### config.mk
export PLATFORM = sky130hd
export DESIGN_NAME = id_ex_stage
export DESIGN_NICKNAME = d
export VERILOG_FILES = /design/src/rtl/id_ex_stage_pkg.sv /design/src/rtl/hazard_detect.sv /design/src/rtl/id_ex_stage.sv
export SDC_FILE = /design/constraint.sdc
export NUM_CORES = 1
export LEC_CHECK = 0
export BUFFER_PORTS_ARGS = -buffer_cell sky130_fd_sc_hd__clkbuf_2
export CAP_MARGIN = 10
export CORE_UTILIZATION = 30
export CTS_CLUSTER_DIAMETER = 50
export DETAILED_ROUTE_END_ITERATION = 8
export PLACE_DENSITY = 0.58
export RECOVER_POWER = 100
export SYNTH_ARGS = -nofsm -noshare
export SYNTH_HDL_FRONTEND = slang
export SYNTH_SLANG_ARGS = --single-unit
### constraint.sdc
create_clock -name clk_i -period 1.9 [get_ports clk_i]
set_input_delay 0.285 -clock clk_i [delete_from_list [all_inputs] [get_ports clk_i]]
set_output_delay 0.285 -clock clk_i [all_outputs]
set_load 0.05 [all_outputs]
### src/rtl/id_ex_stage_pkg.sv
// Shared types for the ID/EX stage: control bundle and registered bundle.
// Imported by id_ex_stage and hazard_detect.
package id_ex_stage_pkg;

  localparam int REG_AW  = 5;
  localparam int FUNCT_W = 10;

  // {RegWrite, MemtoReg, MemRead, MemWrite, ALUSrc, ALUOp[1:0]}
  typedef struct packed {
    logic       regwrite;
    logic       memtoreg;
    logic       memread;
    logic       memwrite;
    logic       alusrc;
    logic [1:0] aluop;
  } ctrl_t;

  localparam int CTRL_W = $bits(ctrl_t);

  localparam ctrl_t BUBBLE_CTRL = '0;

  // Non-data part of the ID/EX register
  typedef struct packed {
    logic               valid;
    logic [REG_AW-1:0]  rs1;
    logic [REG_AW-1:0]  rs2;
    logic [REG_AW-1:0]  rd;
    logic [FUNCT_W-1:0] funct;
    ctrl_t              ctrl;
  } id_ex_t;

  function automatic id_ex_t bubble();
    id_ex_t b;
    b      = '0;
    b.ctrl = BUBBLE_CTRL;
    return b;
  endfunction

endpackage

### src/rtl/hazard_detect.sv
// Load-use hazard detector (combinational).
// Ports: ID valid/flush/rs1/rs2, EX valid/memread/rd -> stall_o.
module hazard_detect
  import id_ex_stage_pkg::*;
(
  input  logic              valid_id_i,
  input  logic              flush_i,
  input  logic              valid_ex_i,
  input  logic              memread_ex_i,
  input  logic [REG_AW-1:0] rd_ex_i,
  input  logic [REG_AW-1:0] rs1_id_i,
  input  logic [REG_AW-1:0] rs2_id_i,
  output logic              stall_o
);

  logic rd_nz;
  logic match;

  assign rd_nz = |rd_ex_i;

  // Rs2 is compared even for I-type: stalls conservatively
  assign match = (rd_ex_i == rs1_id_i)
               | (rd_ex_i == rs2_id_i);

  // A flushed instruction must never hold the front end
  assign stall_o = valid_id_i & ~flush_i
                 & valid_ex_i & memread_ex_i
                 & rd_nz & match;

endmodule

### src/rtl/id_ex_stage.sv
// ID/EX pipeline register with load-use stall and bubble counter.
// Ports: ID fields in (*_ID_i), EX fields out (*_EX_o), Stall_o, BubbleCnt_o.
module id_ex_stage
  import id_ex_stage_pkg::*;
#(
  parameter int DATA_W = 32,
  parameter int CNT_W  = 16
) (
  input  logic               clk_i,
  input  logic               rst_n_i,
  input  logic               Valid_ID_i,
  input  logic               Flush_i,
  input  logic [REG_AW-1:0]  Rs1_ID_i,
  input  logic [REG_AW-1:0]  Rs2_ID_i,
  input  logic [REG_AW-1:0]  Rd_ID_i,
  input  logic [DATA_W-1:0]  RS1data_ID_i,
  input  logic [DATA_W-1:0]  RS2data_ID_i,
  input  logic [DATA_W-1:0]  Imm_ID_i,
  input  logic [FUNCT_W-1:0] Funct_ID_i,
  input  logic [CTRL_W-1:0]  Ctrl_ID_i,
  output logic               Valid_EX_o,
  output logic [REG_AW-1:0]  Rs1_EX_o,
  output logic [REG_AW-1:0]  Rs2_EX_o,
  output logic [REG_AW-1:0]  Rd_EX_o,
  output logic [DATA_W-1:0]  RS1data_EX_o,
  output logic [DATA_W-1:0]  RS2data_EX_o,
  output logic [DATA_W-1:0]  Imm_EX_o,
  output logic [FUNCT_W-1:0] Funct_EX_o,
  output logic [CTRL_W-1:0]  Ctrl_EX_o,
  output logic               Stall_o,
  output logic [CNT_W-1:0]   BubbleCnt_o
);

  id_ex_t             ctl_d, ctl_q;
  logic [DATA_W-1:0]  d1_d, d1_q;
  logic [DATA_W-1:0]  d2_d, d2_q;
  logic [DATA_W-1:0]  imm_d, imm_q;
  logic [CNT_W-1:0]   cnt_d, cnt_q;

  logic stall;
  logic load;
  logic count;

  hazard_detect u_hazard (
    .valid_id_i   (Valid_ID_i),
    .flush_i      (Flush_i),
    .valid_ex_i   (ctl_q.valid),
    .memread_ex_i (ctl_q.ctrl.memread),
    .rd_ex_i      (ctl_q.rd),
    .rs1_id_i     (Rs1_ID_i),
    .rs2_id_i     (Rs2_ID_i),
    .stall_o      (stall)
  );

  assign load  = Valid_ID_i & ~stall & ~Flush_i;

  // Idle cycles also load a bubble but are not counted
  assign count = (stall | Flush_i) & Valid_ID_i;

  always_comb begin
    ctl_d = bubble();
    d1_d  = '0;
    d2_d  = '0;
    imm_d = '0;
    if (load) begin
      ctl_d.valid = 1'b1;
      ctl_d.rs1   = Rs1_ID_i;
      ctl_d.rs2   = Rs2_ID_i;
      ctl_d.rd    = Rd_ID_i;
      ctl_d.funct = Funct_ID_i;
      ctl_d.ctrl  = ctrl_t'(Ctrl_ID_i);
      d1_d        = RS1data_ID_i;
      d2_d        = RS2data_ID_i;
      imm_d       = Imm_ID_i;
    end
  end

  // Saturating: hold at all-ones
  always_comb begin
    cnt_d = cnt_q;
    if (count && (cnt_q != '1)) begin
      cnt_d = cnt_q + CNT_W'(1);
    end
  end

  always_ff @(posedge clk_i or negedge rst_n_i) begin
    if (!rst_n_i) begin
      ctl_q <= '0;
      d1_q  <= '0;
      d2_q  <= '0;
      imm_q <= '0;
      cnt_q <= '0;
    end else begin
      ctl_q <= ctl_d;
      d1_q  <= d1_d;
      d2_q  <= d2_d;
      imm_q <= imm_d;
      cnt_q <= cnt_d;
    end
  end

  assign Valid_EX_o   = ctl_q.valid;
  assign Rs1_EX_o     = ctl_q.rs1;
  assign Rs2_EX_o     = ctl_q.rs2;
  assign Rd_EX_o      = ctl_q.rd;
  assign Funct_EX_o   = ctl_q.funct;
  assign Ctrl_EX_o    = ctl_q.ctrl;
  assign RS1data_EX_o = d1_q;
  assign RS2data_EX_o = d2_q;
  assign Imm_EX_o     = imm_q;
  assign Stall_o      = stall;
  assign BubbleCnt_o  = cnt_q;

endmodule

# Yosys cells after proc, flatten, opt, wreduce, memory -nomap -nowiden

Index checks and enable logic that the tools add are counted.

Input port bits: 132
Register bits: 145
Memories kept: 0
Bits in writable memories: 0
Output and inout bits: 146
Latch bits: 0
Memory bits (read-only): 0
Word-level logic and storage cells: 37

Order comparisons: 0
Muxes and demuxes: 4
Bitwise gates (word level): 12
Add/sub/neg operators: 1
Reductions and logical operators: 2
Equal/unequal tests: 3
Shift-type cells: 0
Divide/modulo/power cells: 0
Multiply operators: 0

Operators by type and width:

| cell                  | count |
|---|---|
| $mux 32               | 3 |
| $mux 33               | 1 |
| $add 16x1->16 const B | 1 |
| $ne 16x16->1 const B  | 1 |
| $eq 5x5->1            | 2 |
| $and 1x1->1           | 8 |
| $reduce_or 5->1       | 1 |
| $not 1->1             | 2 |
| $or 1x1->1            | 2 |
| $logic_and 1x1->1     | 1 |

# Depth between registers and ports, before layout

Gate-level depths: netlist of run 1.

Depth in word-level cells: 10
Gate-level depth with buffers: 8

# Cells and area by module

From an unflattened synthesis of run 1, not the netlist that was laid out.

Cell total of the unflattened synthesis: 365
Area total of the unflattened synthesis: 5022.3 sq um

Modules (own cells, without submodules):

| module        | instances | cells each | area each (sq um) | seq. area each (sq um) |
|---|---|---|---|---|
| id_ex_stage   | 1         | 347        | 4882.2            | 3628.5 |
| hazard_detect | 1         | 18         | 140.1             | 0.0 |

# Least setup slack after synthesis of run 1

No wires, ideal clock.

Path kind: reg2reg
Start point: register ctl_q (netlist bit Rd_EX_o[2])
End point: register ctl_q (netlist bit Ctrl_EX_o[0])
Cell stages (with the launch flop): 9
Path buffers: 2
Path slack: -0.663 ns
Arrival: 2.444 ns
Setup time: 0.119 ns
Path through: dfrtp_1 > xor2_1 > nor3_1 > a22oi_1 > nor2_1 > nor2b_2 > buf_4 > buf_2 > and2_1

RTL lines:

| element                  | line              | source |
|---|---|---|
| start: declaration       | id_ex_stage.sv:34 | `id_ex_t ctl_d, ctl_q;` |
| start signal: assignment | id_ex_stage.sv:94 | `ctl_q <= ctl_d;` |

# Final worst setup path of run 1

Start point: register ctl_q (netlist bit Rd_EX_o[0])
End point: output port Stall_o

Word-level cells in the longest chain between the ends: 3

Ends and longest elaborated chain:

| element                                          | line                                     | source |
|---|---|---|
| $eq 5x5->1, or another cell as far along         | hazard_detect.sv:22                      | `assign match = (rd_ex_i == rs1_id_i)` |
| $or 1x1->1 / $and 1x1->1 (equally long branches) | hazard_detect.sv:23, hazard_detect.sv:28 |  |
| $and 1x1->1 *                                    | hazard_detect.sv:28                      | `& rd_nz & match;` |
| end: declaration                                 | id_ex_stage.sv:30                        | `output logic Stall_o,` |

Mark *: on every way between the ends. The rest lies on a longest branch, timed or not.

==> results of run 1 <==
-- registers in the layout (all words and copies together) (netlist names) --
signal        cells
Imm_EX_o         32
RS1data_EX_o     32
RS2data_EX_o     32
BubbleCnt_o      16
Funct_EX_o       10
Ctrl_EX_o         7
Rd_EX_o           5
Rs1_EX_o          5
Rs2_EX_o          5
Valid_EX_o        1
-- synth_stat cells, drive strengths merged, types with 3 or more instances --
library cell / instances / area share [%]
and3: 3 / 0.37
nor2: 8 / 0.59
nor3: 6 / 0.59
buf: 15 / 1.6
nand3: 5 / 0.49
a31oi: 3 / 0.37
dfrtp: 145 / 72
nand2: 12 / 0.89
xnor2: 7 / 1.2
nand4: 4 / 0.49
xor2: 14 / 2.4
and2: 130 / 16
-- logic make-up (layout without fill, tap and decap cells) --
group / after synthesis / after routing / synth area share (%)
simple gates: 175 / 175 / 20.59
flops: 145 / 145 / 71.78
xor+xnor: 21 / 21 / 3.639
buf+inv: 16 / 344 / 1.708
compound gates: 13 / 13 / 1.807
fa+ha+maj: 1 / 1 / 0.2475
mux: 1 / 1 / 0.2228
-- metrics by stage --
stage               utilization (%)  cells  total power [mW]  area (sq um)  hold slack (ns)
floorplan                         -    372             4.274          5126         -0.01059
global placement              41.46    866             4.725          6850           0.2004
detailed placement            41.46    866             4.748          6850           0.1963
CTS                           47.04    911             8.262          7774          0.04470
global route                  47.35    920             8.552          7824          0.05085
finish                        47.35    920             8.209          7824          0.07189
-- final cells by class --
class | instances | area share (%)
Sequential cell | 145 | 46.70
Timing Repair Buffer | 312 | 22.28
Multi-Input combinational cell | 211 | 19.72
Clock buffer | 22 | 6.061
Tap cell | 220 | 3.518
Clock inverter | 9 | 1.679
Inverter | 1 | 0.04798
-- worst max path at each step --
| stage | from | endpoint | slack (ns) | depth (start not counted) |
|---|---|---|---|---|
| floorplan | Rd_EX_o[0]$_DFF_PN0_ | Ctrl_EX_o[0]$_DFF_PN0_ | -0.20 | 7 |
| global placement | Rd_EX_o[0]$_DFF_PN0_ | Rd_EX_o[0]$_DFF_PN0_ | -0.10 | 6 |
| detailed placement | Rd_EX_o[0]$_DFF_PN0_ | Rd_EX_o[0]$_DFF_PN0_ | -0.13 | 6 |
| CTS | Rd_EX_o[3]$_DFF_PN0_ | Stall_o | -0.28 | 4 |
| global route | Rd_EX_o[0]$_DFF_PN0_ | Stall_o | -0.31 | 4 |
| finish | Rd_EX_o[0]$_DFF_PN0_ | Stall_o | -0.25 | 4 |
-- power groups by stage --
stage | sequential [mW] | combinational (mW) | clock, mW
floorplan | 4.02 | 0.251 | 0
global placement | 3.44 | 1.28 | 0
detailed placement | 3.45 | 1.30 | 0
CTS | 3.39 | 1.38 | 3.49
global route | 3.43 | 1.51 | 3.62
finish | 3.41 | 1.41 | 3.39
-- critical path, stage by stage (launching register included) --
cell and delay [ns]:
dfrtp_2 0.41, or4_4 0.56, o2111ai_4 0.24, nor2_4 0.06
clkbuf_16 0.18
-- layer usage --
layer	global-route usage [%]	share of wire [%]	up-vias
li1	-	-	1815
met1	17.53	39	1847
met2	27.04	51	176
met3	6.920	8.7	20
met4	6.395	1.7	2
met5	0	0.057	-
-- cells in the final DEF (no fill, tap or decap), types with 2 or more instances in the layout --
master / count
a31oi_1: 2
and2_1: 109
and2_4: 21
and3_1: 3
buf_12: 4
buf_16: 4
buf_4: 11
buf_6: 8
buf_8: 3
bufinv_16: 3
clkbuf_1: 147
clkbuf_16: 22
clkbuf_2: 131
clkbuf_8: 3
clkinv_2: 2
clkinvlp_4: 3
dfrtp_1: 125
dfrtp_2: 20
nand2_1: 12
nand3_1: 5
nand4_1: 4
nor2_1: 6
nor2_4: 2
nor3_1: 3
nor3_2: 2
o21ai_4: 2
xnor2_1: 7
xor2_1: 14
-- timing repair --
item                       4_1_cts  5_1_grt
hold endpoints to repair        34        0
pin swaps                        4       20
buffers inserted                 8        5
hold buffers                     1        0
resized for setup               19       39
setup endpoints to repair      143      146
gates cloned                     5        6
==> flow_metrics.py, run 1 <==
metrics = {
    "power": {
        "worst_ir_drop_vdd_v": 0.0005950,
        "combPwrFrac_pct": 17.2,
        "leakagePower_nw": 3.823,
        "power_density_nw_per_um2": 1049,
        "internal-power_mw": 5.853,
        "clockPowerShare_pct": 41.3,
        "p_sw_share_pct": 28.70,
        "power.switching_mw": 2.356,
        "pwr-share-seq_pct": 41.5,
    },
    "setup_path": {
        "rrSetupSlack_ns": -0.24,
        "crit_required_ns": 1.62,
        "path_class": "reg -> out",
        "end_kind": "output pin",
        "cp_max_fo": 3,
        "worstPathArrival_ns": 1.86,
        "rr_worst_depth": 8,
        "regToRegStartpoint": "Rd_EX_o[0]$_DFF_PN0_",
        "r2r-end": "RS2data_EX_o[13]$_DFF_PN0_",
        "cp-start-kind": "flip-flop",
    },
    "finish": {
        "antenna_cells": 0,
        "multi_input_area_sq_um": 1543,
        "final_nets": 821,
        "drive_gt1_share_pct": 36.29,
        "seq_area_sq_um": 3654,
        "area_growth_pct": 54.78,
        "n_fill_cell": 1591,
    },
    "grt": {
        "antenna_found_initial": 1,
        "overflow": 0,
        "first_global_vias": 4114,
        "grt_max_degree": 66,
        "grt_pass1_wl_microns": 21160,
        "grt_use_total_pct": 15.95,
    },
    "floorplan": {
        "rows": 47,
        "core_area_sq_um": 16520,
        "die_x_microns": 131.8,
        "die_h_microns": 131.8,
        "io_pins": 278,
        "die_area_sq_um": 17370,
        "start_util_pct": 30.59,
    },
    "synthesis": {
        "yosysWarnings": 0,
        "syn_avg_cell_area_sq_um": 13.59,
        "syn_nets": 505,
        "ys_seq_area_share_pct": 71.78,
        "synth_area_sq_um": 5055,
        "synth_edf_count": 0,
        "netlist-cell-type-count": 31,
        "synth_seq_cells": 145,
        "async_reset_ff_share_pct": 100.0,
        "syn_inst": 372,
        "synth_flop_cell": "dfrtp_1",
    },
    "timing": {
        "fmax_mhz": 465.4,
        "setup_viol": 136,
        "clock_skew_ns": 0.007531,
        "setup_tns_ns": -23.96,
        "hold_viol_final": 0,
        "post-route-min-period_ns": 2.149,
        "slew_headroom_pct": 43.81,
        "worstMarginPinSlew_ns": 0.8428,
        "finalCritPeriodShare_pct": 113.1,
        "setup_slack_ns": -0.2489,
        "rsz0062_at_grt": "yes",
        "slew_violations": 0,
    },
    "worst_hold_path": {
        "hold_class": "in -> reg",
        "min_delay_path_depth": 2,
        "hold_start": "Imm_ID_i[26]",
        "min_to": "Imm_EX_o[26]$_DFF_PN0_",
    },
    "routing": {
        "wire_per_inst_microns": 15.25,
        "vias_per_cell": 4.196,
        "drc": 0,
        "routed_wl_microns": 14030,
        "initialDrtViolationCount": 116,
        "vias": 3860,
        "drt_pass1_iterations": 4,
        "ant_nets": 0,
    },
    "clock_network": {
        "cts.sinks": 145,
        "clockBufferDepth": 2,
        "cts_tree": "yes",
        "clkTransAtPathRegs_ns": 0.06,
        "clock_latency_ns": 0.41,
        "htree_levels": 4,
        "numCtsBuffers": 17,
        "root_buffer": "clkbuf_16",
    },
    "place": {
        "place_ws_ns": -0.1270,
        "hpwl_microns": 9521,
        "io_buffers": 277,
        "place_congestion": 0.8201,
    },
    "status": {
        "status": "complete, but fails checks",
        "violations": "negative setup slack",
    },
    "job": {
        "drv_cap": 0,
    },
}
No activity file was read; power rests on OpenSTA's default activity.
==> inputs of run 2 (changes only) <==
--- a/config.mk
+++ b/config.mk
@@ -10,7 +10,7 @@
 export CORE_UTILIZATION = 30
 export CTS_CLUSTER_DIAMETER = 50
 export DETAILED_ROUTE_END_ITERATION = 8
-export PLACE_DENSITY = 0.58
+export PLACE_DENSITY = 0.68
 export RECOVER_POWER = 100
 export SYNTH_ARGS = -nofsm -noshare
 export SYNTH_HDL_FRONTEND = slang
==> constraint.sdc (replaced) <==
create_clock -name clk_i -period 1.9 [get_ports clk_i]
set_input_delay 0.19 -clock clk_i [delete_from_list [all_inputs] [get_ports clk_i]]
set_output_delay 0.19 -clock clk_i [all_outputs]
set_load 0.05 [all_outputs]
==> run 2 against run 1 <==
Effect of this change: the flow still finishes with violations (negative setup slack); combinational power increased by 16%; worst hold slack got worse by 0.054 ns; critical path depth increased by 5; fmax decreased by 0.74%; largest power group unchanged.
==> flow_metrics.py, run 2 (synthesis results as in run 1) <==
metrics = {
    "floorplan": {
        "die_area_sq_um": 17370,
        "start_util_pct": 30.59,
        "io_pins": 278,
        "die_x_microns": 131.8,
        "die_h_microns": 131.8,
        "core_area_sq_um": 16520,
        "rows": 47,
    },
    "worst_hold_path": {
        "hold_class": "in -> reg",
    },
    "power": {
        "clockPowerShare_pct": 39.0,
        "worst_ir_drop_vdd_v": 0.0005649,
        "leakagePower_nw": 4.397,
        "pwr-share-seq_pct": 41.2,
        "power.switching_mw": 2.465,
        "power_density_nw_per_um2": 907.0,
        "combPwrFrac_pct": 19.8,
        "p_sw_share_pct": 29.89,
        "internal-power_mw": 5.784,
    },
    "place": {
        "io_buffers": 277,
        "post_dp_cell_area_sq_um": 6913,
        "hpwl_microns": 9538,
        "place_congestion": 0.7601,
    },
    "timing": {
        "fmax_mhz": 461.9,
        "worstMarginPinSlew_ns": 1.471,
        "setup_slack_ns": -0.2649,
        "slew_headroom_pct": 1.914,
        "rsz0062_at_grt": "yes",
        "post-route-min-period_ns": 2.165,
        "setup_viol": 141,
        "finalCritPeriodShare_pct": 113.9,
        "hold_viol_final": 0,
        "clock_skew_ns": 0.01055,
        "slew_violations": 0,
    },
    "clock_network": {
        "clockBufferDepth": 2,
        "htree_levels": 4,
        "clkTransAtPathRegs_ns": 0.06,
        "cts_tree": "yes",
        "cts.sinks": 145,
        "numCtsBuffers": 17,
        "root_buffer": "clkbuf_16",
        "clock_latency_ns": 0.41,
    },
    "setup_path": {
        "path_buf_inv": 4,
        "cp_max_fo": 7,
        "path_cells": "or4_4 -> o2111ai_4 -> nor2_4 -> buf_6 -> nor2b_4 -> buf_12 -> buf_12 -> clkbuf_16 -> and2_4",
        "crit_family": "simple AND/OR/NAND/NOR gates",
        "rrSetupSlack_ns": -0.26,
        "path_class": "reg -> reg",
        "end_kind": "flip-flop",
        "cpPeakStageDelay_ns": 0.55,
        "cpMostUsedCell": "buf_12",
        "worstPathArrival_ns": 2.52,
        "crit_required_ns": 2.25,
        "critPathSlowestCell": "or4_4",
        "cp-start-kind": "flip-flop",
    },
    "finish": {
        "antenna_cells": 0,
        "final_nets": 943,
        "utilization_pct": 55.04,
        "drive_gt1_share_pct": 35.24,
        "area_growth_pct": 79.93,
        "n_fill_cell": 1435,
        "layout_common_cells": "146 x clkbuf_1, 131 x clkbuf_2, 125 x dfrtp_1, 118 x dlygate4sd3_1, 77 x and2_1",
        "final_common_cell": "clkbuf_1",
        "finalInstanceArea_sq_um": 9095,
    },
    "routing": {
        "drc": 0,
        "vias_per_cell": 4.151,
        "routed_wl_microns": 16080,
        "initialDrtViolationCount": 119,
        "drt_pass1_iterations": 4,
        "ant_nets": 0,
        "vias": 4329,
        "wire_per_inst_microns": 15.42,
    },
    "grt": {
        "grt_max_degree": 57,
        "grt_use_total_pct": 18.54,
        "first_global_vias": 4793,
        "antenna_found_initial": 0,
        "grt_pass1_wl_microns": 24720,
        "overflow": 0,
    },
    "job": {
        "drv_cap": 0,
    },
    "status": {
        "violations": "negative setup slack",
        "status": "complete, but fails checks",
    },
}
-- run 2: cell count changes in the layout (fill, tap and decap cells not counted), moves of 3 or more --
cell	delta
and2_4	+32
dlygate4sd3_1	+117
inv_6	+3
buf_4	+3
and2_1	-32
-- run 2: path summary, 6_finish.rpt --
path / cells after the start / from / to
worst max-delay path: 9 / Rd_EX_o[2]$_DFF_PN0_ / RS2data_EX_o[3]$_DFF_PN0_
worst min-delay path: 2 / Rs2_ID_i[0] / Rs2_EX_o[0]$_DFF_PN0_
worst max register to register: 9 / Rd_EX_o[2]$_DFF_PN0_ / RS2data_EX_o[3]$_DFF_PN0_
worst min register to register: 1 / BubbleCnt_o[9]$_DFFE_PN0P_ / BubbleCnt_o[9]$_DFFE_PN0P_
max in group asynchronous: 2 / rst_n_i / Rd_EX_o[3]$_DFF_PN0_
min in group asynchronous: 2 / rst_n_i / BubbleCnt_o[12]$_DFFE_PN0P_
-- run 2: cell type report --
| class | count | area [sq um] | share of cell area, % |
|---|---|---|---|
| flip-flops and latches | 145 | 3654 | 40.17 |
| repair buffers | 434 | 3007 | 33.06 |
| multi-input cells | 211 | 1583 | 17.40 |
| clock buffers | 21 | 470.5 | 5.173 |
| well taps | 220 | 275.3 | 3.027 |
| clock inverters | 11 | 102.6 | 1.128 |
| inverters | 1 | 3.754 | 0.04127 |
-- run 2: what timing repair did --
item | in CTS | in global routing
setup buffers | 8 | 7
endpoints found under the hold margin | 169 | 1
hold buffers | 117 | 1
pin swaps | 6 | 38
endpoints found under the setup margin | 144 | 146
cloned | 8 | 2
gates resized for setup | 29 | 61
-- run 2: metal layers --
layer | vias up | GRT usage (%) | share of wire, %
li1 | 2059 | - | -
met1 | 2091 | 20.67 | 40
met2 | 159 | 33.45 | 53
met3 | 20 | 5.498 | 5.5
met4 | 0 | 6.525 | 1.4
met5 | - | 0 | 0
-- run 2: power groups by stage --
stage	Clock [mW]	Sequential [mW]	Combinational (mW)
floorplan	0	4.02	0.251
global placement	0	3.44	1.30
detailed placement	0	3.45	1.31
CTS	3.31	3.39	1.61
global route	3.43	3.41	1.73
finish	3.22	3.40	1.63
-- run 2: per-stage QoR --
step	instances	hold slack, ns	setup WS (ns)	setup TNS (ns)	total power, mW
6_report	1043	0.01812	-0.2649	-24.39	8.250
5_1_grt	1043	0.009711	-0.3410	-37.84	8.574
4_1_cts	1036	0.00004333	-0.2658	-24.59	8.314
2_1_floorplan	372	-0.1056	-0.1966	-22.80	4.274
3_3_place_gp	871	0.2064	-0.1115	-8.152	4.741
3_5_place_dp	871	0.2085	-0.1683	-11.95	4.762
-- run 2: worst reg2reg max path: cells and delay by family, from the launching register on --
kind | cells | cell delay [ns]
AOI/OAI and AO/OA | 1 | 0.23
buffers and inverters | 4 | 0.58
DFF | 1 | 0.42
and+or+nand+nor | 4 | 0.89
==> inputs of run 3 (changes only) <==
--- a/config.mk
+++ b/config.mk
@@ -7,10 +7,12 @@
 export LEC_CHECK = 0
 export BUFFER_PORTS_ARGS = -buffer_cell sky130_fd_sc_hd__clkbuf_2
 export CAP_MARGIN = 10
+export CELL_PAD_IN_SITES_DETAIL_PLACEMENT = 0
+export CELL_PAD_IN_SITES_GLOBAL_PLACEMENT = 1
 export CORE_UTILIZATION = 30
 export CTS_CLUSTER_DIAMETER = 50
 export DETAILED_ROUTE_END_ITERATION = 8
-export PLACE_DENSITY = 0.68
+export PLACE_DENSITY = 0.83
 export RECOVER_POWER = 100
 export SYNTH_ARGS = -nofsm -noshare
 export SYNTH_HDL_FRONTEND = slang
==> run 3 against run 2 <==
Effect of this change: the run still ends with negative setup slack left; total power up 4.3%; via count up 4.4%; setup slack worse by 0.0098 ns.
==> flow_metrics.py, run 3 (synthesis results as in run 1) <==
metrics = {
    "clock_network": {
        "clkTransAtPathRegs_ns": 0.06,
        "cts_tree": "yes",
        "cts.sinks": 145,
        "root_buffer": "clkbuf_16",
        "clockBufferDepth": 2,
        "clock_latency_ns": 0.43,
        "htree_levels": 4,
        "numCtsBuffers": 17,
    },
    "setup_path": {
        "cp_max_fo": 2,
        "rrSetupSlack_ns": -0.24,
        "path_cells": "or4_4 -> o2111ai_4 -> nor2_4 -> buf_6 -> clkbuf_16",
        "path_class": "reg -> out",
        "crit_required_ns": 1.71,
        "cpPeakStageDelay_ns": 0.55,
        "cp-start-kind": "flip-flop",
        "end_kind": "output pin",
        "worstPathArrival_ns": 1.98,
        "critPathSlowestCell": "or4_4",
    },
    "power": {
        "power.switching_mw": 2.537,
        "p_sw_share_pct": 29.48,
        "worst_ir_drop_vdd_v": 0.0005920,
        "combPwrFrac_pct": 20.6,
        "clockPowerShare_pct": 39.8,
        "leakagePower_nw": 4.617,
        "pwr-share-seq_pct": 39.6,
        "internal-power_mw": 6.067,
        "power_density_nw_per_um2": 902.4,
    },
    "routing": {
        "wire_per_inst_microns": 16.64,
        "vias_per_cell": 4.283,
        "drc": 0,
        "initialDrtViolationCount": 125,
        "vias": 4519,
        "drt_pass1_iterations": 4,
        "routed_wl_microns": 17560,
        "ant_nets": 0,
    },
    "floorplan": {
        "rows": 47,
        "die_area_sq_um": 17370,
        "io_pins": 278,
        "core_area_sq_um": 16520,
        "die_h_microns": 131.8,
        "die_x_microns": 131.8,
        "start_util_pct": 30.59,
    },
    "worst_hold_path": {
        "hold_class": "in -> reg",
    },
    "timing": {
        "hold_viol_final": 0,
        "fmax_mhz": 459.8,
        "holdWs_ns": 0.03028,
        "setup_slack_ns": -0.2747,
        "finalCritPeriodShare_pct": 114.5,
        "setup_tns_ns": -18.29,
        "setup_viol": 137,
        "rsz0062_at_grt": "yes",
        "post-route-min-period_ns": 2.175,
        "worstMarginPinSlew_ns": 1.126,
        "clock_skew_ns": 0.009832,
        "slew_headroom_pct": 24.92,
        "slew_violations": 0,
    },
    "grt": {
        "first_global_vias": 4884,
        "grt_use_total_pct": 19.53,
        "grt_pass1_wl_microns": 25340,
        "grt_max_degree": 51,
        "antenna_found_initial": 2,
        "overflow": 0,
    },
    "finish": {
        "final_nets": 954,
        "final_common_cell": "clkbuf_1",
        "layout_common_cells": "146 x clkbuf_1, 133 x clkbuf_2, 125 x dfrtp_1, 119 x and2_4, 118 x dlygate4sd3_1",
        "drive_gt1_share_pct": 44.24,
        "area_growth_pct": 88.61,
    },
    "place": {
        "place_congestion": 0.7511,
        "hpwl_microns": 9461,
        "io_buffers": 277,
    },
    "status": {
        "status": "complete, but fails checks",
        "violations": "negative setup slack",
    },
    "job": {
        "drv_cap": 0,
    },
}
run 3: per-stage QoR:
stage | power [mW] | worst slack [ns] | cells | cell area (sq um) | util, %
final | 8.604 | -0.2747 | 1055 | 9534 | 57.70
after floorplan | 4.274 | -0.1966 | 372 | 5126 | -
after detailed placement | 4.751 | -0.1264 | 868 | 6878 | 41.62
after CTS | 8.509 | -0.2739 | 1039 | 9181 | 55.56
after global placement | 4.730 | -0.09599 | 868 | 6878 | 41.62
after global routing | 8.936 | -0.3488 | 1055 | 9534 | 57.70
run 3: final cells by class:
class | count | area, sq um
timing repair buffer | 444 | 3207
multi-input combinational | 212 | 1790
sequential | 145 | 3654
antenna | 1 | 2.502
clock inverter | 12 | 155.1
tap | 220 | 275.3
fill | 1385 | 6990
inverter | 1 | 3.754
clock buffer | 20 | 446.7
run 3: worst paths after layout:
| check | cells past startpoint | endpoint | from |
|---|---|---|---|
| max in group asynchronous | 3 | Rd_EX_o[4]$_DFF_PN0_ | rst_n_i |
| worst max-delay path | 5 | Stall_o | Rd_EX_o[3]$_DFF_PN0_ |
| worst max register to register | 9 | Imm_EX_o[4]$_DFF_PN0_ | Rd_EX_o[3]$_DFF_PN0_ |
| worst min register to register | 1 | BubbleCnt_o[15]$_DFFE_PN0P_ | BubbleCnt_o[15]$_DFFE_PN0P_ |
| worst min-delay path | 2 | Ctrl_EX_o[3]$_DFF_PN0_ | Ctrl_ID_i[3] |
| min in group asynchronous | 2 | Rd_EX_o[1]$_DFF_PN0_ | rst_n_i |
run 3: repair_timing:
action | CTS | global route
pin swaps | 14 | 117
gates cloned | 10 | 8
setup endpoints to repair | 143 | 146
endpoints found under the hold margin | 160 | 0
gates resized for setup | 38 | 133
hold buffers | 118 | 0
buffers inserted | 11 | 12
run 3: metal layers:
layer / GRT usage, % / vias up / routed length (microns)
met3: 6.421 / 38 / 1083
met2: 34.16 / 195 / 9404
met4: 10.21 / 2 / 507
li1: - / 2090 / -
met5: 0 / - / 17
met1: 21.00 / 2194 / 6546
run 3: power groups by stage:
stage | Sequential [mW] | Combinational, mW | Clock (mW)
finish | 3.41 | 1.77 | 3.42
global route | 3.43 | 1.87 | 3.64
CTS | 3.39 | 1.65 | 3.47
detailed placement | 3.45 | 1.30 | 0
global placement | 3.44 | 1.29 | 0
floorplan | 4.02 | 0.251 | 0
run 3: worst max-delay path: cells and delay by family, from the launching register on:
| kind | cells | cell delay (ns) |
|---|---|---|
| AO/OA/AOI/OAI | 1 | 0.25 |
| buffers and inverters | 2 | 0.28 |
| flip-flops | 1 | 0.41 |
| AND/OR/NAND/NOR | 2 | 0.63 |
